`config.mk`:
```
export PLATFORM = sky130hd
export DESIGN_NAME = line_mem_responder
export DESIGN_NICKNAME = d
export VERILOG_FILES = /design/src/rtl/line_mem_responder.sv
export SDC_FILE = /design/constraint.sdc
export NUM_CORES = 2
export LEC_CHECK = 0
export BUFFER_PORTS_ARGS = -buffer_cell sky130_fd_sc_hd__clkbuf_2
export CORE_MARGIN = 5
export CORE_UTILIZATION = 30
export CTS_CLUSTER_SIZE = 24
export DETAILED_ROUTE_END_ITERATION = 10
export PLACE_DENSITY_LB_ADDON = 0.15
export SLEW_MARGIN = 20
export SYNTH_ARGS = -nofsm -noshare
export SYNTH_HDL_FRONTEND = slang
export SYNTH_SLANG_ARGS = --single-unit
```
`constraint.sdc`:
```
create_clock -name clk -period 6.6 [get_ports clk]
set_input_delay 0.99 -clock clk [delete_from_list [all_inputs] [get_ports clk]]
set_output_delay 0.99 -clock clk [all_outputs]
set_load 0.01 [all_outputs]
```
`src/rtl/line_mem_responder.sv`:
```
// line_mem_responder: fixed-latency line memory for cache fill/writeback, optional LINE_MEM_STATS_EN request counters
module line_mem_responder #(
  parameter int ADDR_BITS   = 8,
  parameter int LINE_WORDS  = 4,
  parameter int MEM_LATENCY = 6
) (
  input  logic                      clk,
  input  logic                      reset,
  input  logic                      req_valid,
  output logic                      req_ready,
  input  logic                      req_write,
  input  logic [15:0]               req_addr,
  input  logic [16*LINE_WORDS-1:0]  req_wdata,
  output logic                      resp_valid,
  output logic [16*LINE_WORDS-1:0]  resp_rdata
`ifdef LINE_MEM_STATS_EN
  ,
  output logic [15:0]               num_read,
  output logic [15:0]               num_write
`endif
);
  localparam int IDX_BITS = ADDR_BITS - 2;
  typedef enum logic [1:0] {IDLE, WAIT, RESP} state_t;
  state_t state, state_nxt;
  logic [7:0] cnt;
  logic wr;
  logic [IDX_BITS-1:0] idx;
  logic [16*LINE_WORDS-1:0] wdata;
  logic [16*LINE_WORDS-1:0] mem [2**IDX_BITS];
  logic accept, done;
  logic unused;
  assign unused = ^{req_addr[15:ADDR_BITS], req_addr[1:0]};
  assign req_ready = state == IDLE && !reset;
  assign resp_valid = state == RESP;
  assign accept = req_valid && req_ready;
  assign done = state == WAIT && cnt == 8'd0;
  always_comb begin
    state_nxt = state == IDLE ? (accept ? WAIT : IDLE) : state == WAIT ? (done ? RESP : WAIT) : IDLE;
  end
  always_ff @(posedge clk) begin
    if (reset) state <= IDLE;
    else state <= state_nxt;
  end
  always_ff @(posedge clk) begin
    if (reset) begin
      cnt <= '0;
      wr <= 1'b0;
      idx <= '0;
      wdata <= '0;
      resp_rdata <= '0;
    end else begin
      if (accept) begin
        wr <= req_write;
        idx <= req_addr[ADDR_BITS-1:2];
        wdata <= req_wdata;
        cnt <= 8'(MEM_LATENCY - 1);
      end else if (state == WAIT && !done) cnt <= cnt - 8'd1;
      if (done) resp_rdata <= wr ? wdata : mem[idx];
    end
  end
  // array is deliberately not reset; reset only suppresses an in-flight write
  always_ff @(posedge clk) begin
    if (!reset && done && wr) mem[idx] <= wdata;
  end
`ifdef LINE_MEM_STATS_EN
  always_ff @(posedge clk) begin
    if (reset) begin
      num_read <= '0;
      num_write <= '0;
    end else if (accept) begin
      num_read <= num_read + 16'(!req_write);
      num_write <= num_write + 16'(req_write);
    end
  end
`endif
endmodule
```
==> metrics.txt <==
I/O Pins=150; Seq pwr share=0.484; switching share of total power=0.2596; status=finished, final reports clean; largest net degree at the start of global routing=87; hpwl dp=365300 um; final hold vios=0; PnR worst setup slack=1.387 ns; GRT overflow=0; critical path peak fanout=38; routability congestion estimate=0.7907; combinational share of power=0.110; CTS Sinks=4241; Clock power frac=0.406; slew margin rel.=0.1765; Net Count, Synth=8479; final critical-path share of the clock period=0.7898; PD cells=332.7 mW/mm^2; 1st-iter DRT viols=11890; drt wl/cell=39.83 um; Fillers=50390; Reg area=0.1260 mm^2; total track usage=0.2304; Lkg Pwr=approximately 58 nW; Post-CTS Resized=0; commonest cells in the synthesized netlist=4096 x edfxtp_1, 586 x mux2i_1, 480 x mux4_2, 394 x a221oi_1, 348 x nand2_1; clk_lat worst skew=1.06 ns; Top FF cell, synth=edfxtp_1; register bit total from synthesis=4241; Seq/Total Area, Yosys=0.7777; final setup violation count=0; Synth top area share=0.7598; area of the multi-input gates=0.03359 mm^2; num rows=269; Setup Slack @ Placement=1.192 ns; Detailed Route WL=roughly 650000 um; # DRC=0; Clock Pin Slew Worst Setup and Hold Paths=~0.06 ns; cells after synthesis=about 8400; Port-buffer cells=139; clock buffer depth=4; worst-margin pin slew=1.235 ns; Die Y=744.6 um; total number of vias=about 92000; max cap viols=0; Area growth, synth to finish=16.47%; unrepaired setup endpoints after global routing=false; Synth area leaders=edfxtp_1 76%, mux4_2 6.7%, mux2i_1 3.6%; number of routed nets with antenna violations=0; CP Capture Type=register; H-tree levels=5; cell-internal power=0.04644 W; synthesized area per cell=19.29 um^2; first-pass iteration count of the detailed router=5; Async SR Flop Fraction=0; die outline width=744.6 um; CTS tree=built; hold buffers post-CTS=0; vias in the first global route=90040; Final nets=8930; Synth warnings=0; area leader, netlist=edfxtp_1; CTS buffer count=459; Initial Util=0.3014; first-pass GRT wire length=861100 um; setup repair bufs after CTS=0; Sw Pwr=0.01629 W; final setup TNS=0 ns; Slew Limit Fails=0; DR vias/cell=5.614; CP Class=register to register; hold crit path type=input port to register; synthesized cell area=0.1619 mm^2; CORE AREA=0.5372 mm^2; Final Util=0.3510; die area=0.5544 mm^2; Critical Path Source Type=register; number of flops mapped to enable cells by yosys=between 4000 and 5000; worst path required time=between 7 and 8 ns; crit path time final=5.213 ns; worst vdd ir=0.2723 mV; Arr. time, crit path=5.84 ns; count of cell types in the netlist=83; clk_skew=around 0.080 ns; top-count cell post-synth=edfxtp_1; layout cells sized above 1=0.2126; antenna violations before repair=58; Root Driver=clkbuf_16; maximum clock frequency=0.1918 GHz
per-layer routing:
| layer | share of wire | vias to the layer above | global-route usage |
|---|---|---|---|
| met4 | 0.035 | 14 | 0.06857 |
| met2 | 0.47 | 4503 | 0.3744 |
| met3 | 0.076 | 903 | 0.03827 |
| met1 | 0.42 | 50980 | 0.3178 |
| met5 | 0.00013 | - | 0 |
| li1 | - | 35890 | - |
placed cells by master, fill, tap and decap left out, types with 13 or more instances in the layout:
| cell type | n |
|---|---|
| a22oi_1 | 306 |
| a221oi_1 | 394 |
| dfxtp_1 | 77 |
| clkinvlp_4 | 13 |
| clkinv_16 | 14 |
| nand4_1 | 35 |
| bufinv_16 | 35 |
| diode_2 | 16 |
| clkbuf_1 | 120 |
| nor3_1 | 38 |
| clkbuf_16 | 460 |
| clkinv_2 | 88 |
| mux2i_1 | 586 |
| clkinv_1 | 97 |
| buf_12 | 102 |
| and3_1 | 22 |
| nor2_1 | 195 |
| nand2_1 | 346 |
| clkbuf_8 | 15 |
| o22ai_1 | 136 |
| o31a_1 | 25 |
| dfxtp_2 | 63 |
| a21oi_1 | 196 |
| o21ai_0 | 219 |
| a22o_1 | 44 |
| mux4_2 | 480 |
| nand3_1 | 86 |
| buf_4 | 303 |
| a221o_1 | 30 |
| mux2_2 | 102 |
| clkbuf_2 | 138 |
| a31oi_1 | 32 |
| nor2_4 | 76 |
| a211oi_1 | 16 |
| edfxtp_1 | 4096 |
| or3_1 | 13 |
cell type report:
type	count	area share
well taps	7181	0.04765
multi-input cells	3585	0.1781
diodes	16	0.0002123
clock buffers	595	0.06453
clock inverters	263	0.01379
repair buffers	549	0.02716
inverters	8	0.0002787
flip-flops and latches	4241	0.6682
sequential cells by signal, summed over array words and instances, names as in the netlist:
register    count
state           2
mem          4096
idx             6
cnt             8
wr              1
wdata          64
resp_rdata     64
power by group through the flow:
stage	logic [W]	clock network (W)	registers, W
after floorplan	0.00323	0	0.0312
after global placement	0.00681	0	0.0310
after detailed placement	0.00688	0	0.0310
after CTS	0.00689	0.0259	0.0304
final	0.00689	0.0254	0.0304
after global routing	0.00716	0.0270	0.0304
logic make-up after synthesis:
group,after synthesis,share of synthesized area
AND/OR/NAND/NOR,884,0.02421
XOR/XNOR,6,0.0003247
multiplexers,1168,0.1101
adder cells (fa/ha/maj),2,0.0001546
buffers and inverters,567,0.01941
AO/OA/AOI/OAI,1525,0.06809
flip-flops,4241,0.7777
critical path, stage by stage, from the launching register on:
cell     delay, ns
dfxtp_1       0.31
inv_1         0.10
ha_1          0.16
nor3b_1       0.55
and4_4        1.03
nand3_1       1.10
nor2_4        0.88
buf_12        0.52
per-stage QoR:
stage | cell area [um^2] | power, W | instances | hold slack [ns]
global route | 188500 | 0.06452 | 16420 | 0.1139
detailed placement | 173700 | 0.03784 | 15560 | 0.4526
floorplan | 161900 | 0.03441 | 8393 | 0.4488
global placement | 173600 | 0.03777 | 15560 | 0.4472
CTS | 188500 | 0.06315 | 16420 | 0.06122
finish | 188600 | 0.06273 | 16440 | 0.1483
final timing paths:
check                    startpoint                     end  slack (ns)  cells after the start
max             cnt[0]$_SDFFE_PP0P_   mem[47][61]$_DFFE_PP_        1.39                      7
min                   req_wdata[39]  wdata[39]$_SDFFE_PP0P_        0.15                      3
max reg2reg     cnt[0]$_SDFFE_PP0P_   mem[47][61]$_DFFE_PP_        1.39                      7
min reg2reg  wdata[24]$_SDFFE_PP0P_  wdata[24]$_SDFFE_PP0P_        0.46                      2
Power figures use the tool's default switching activity.
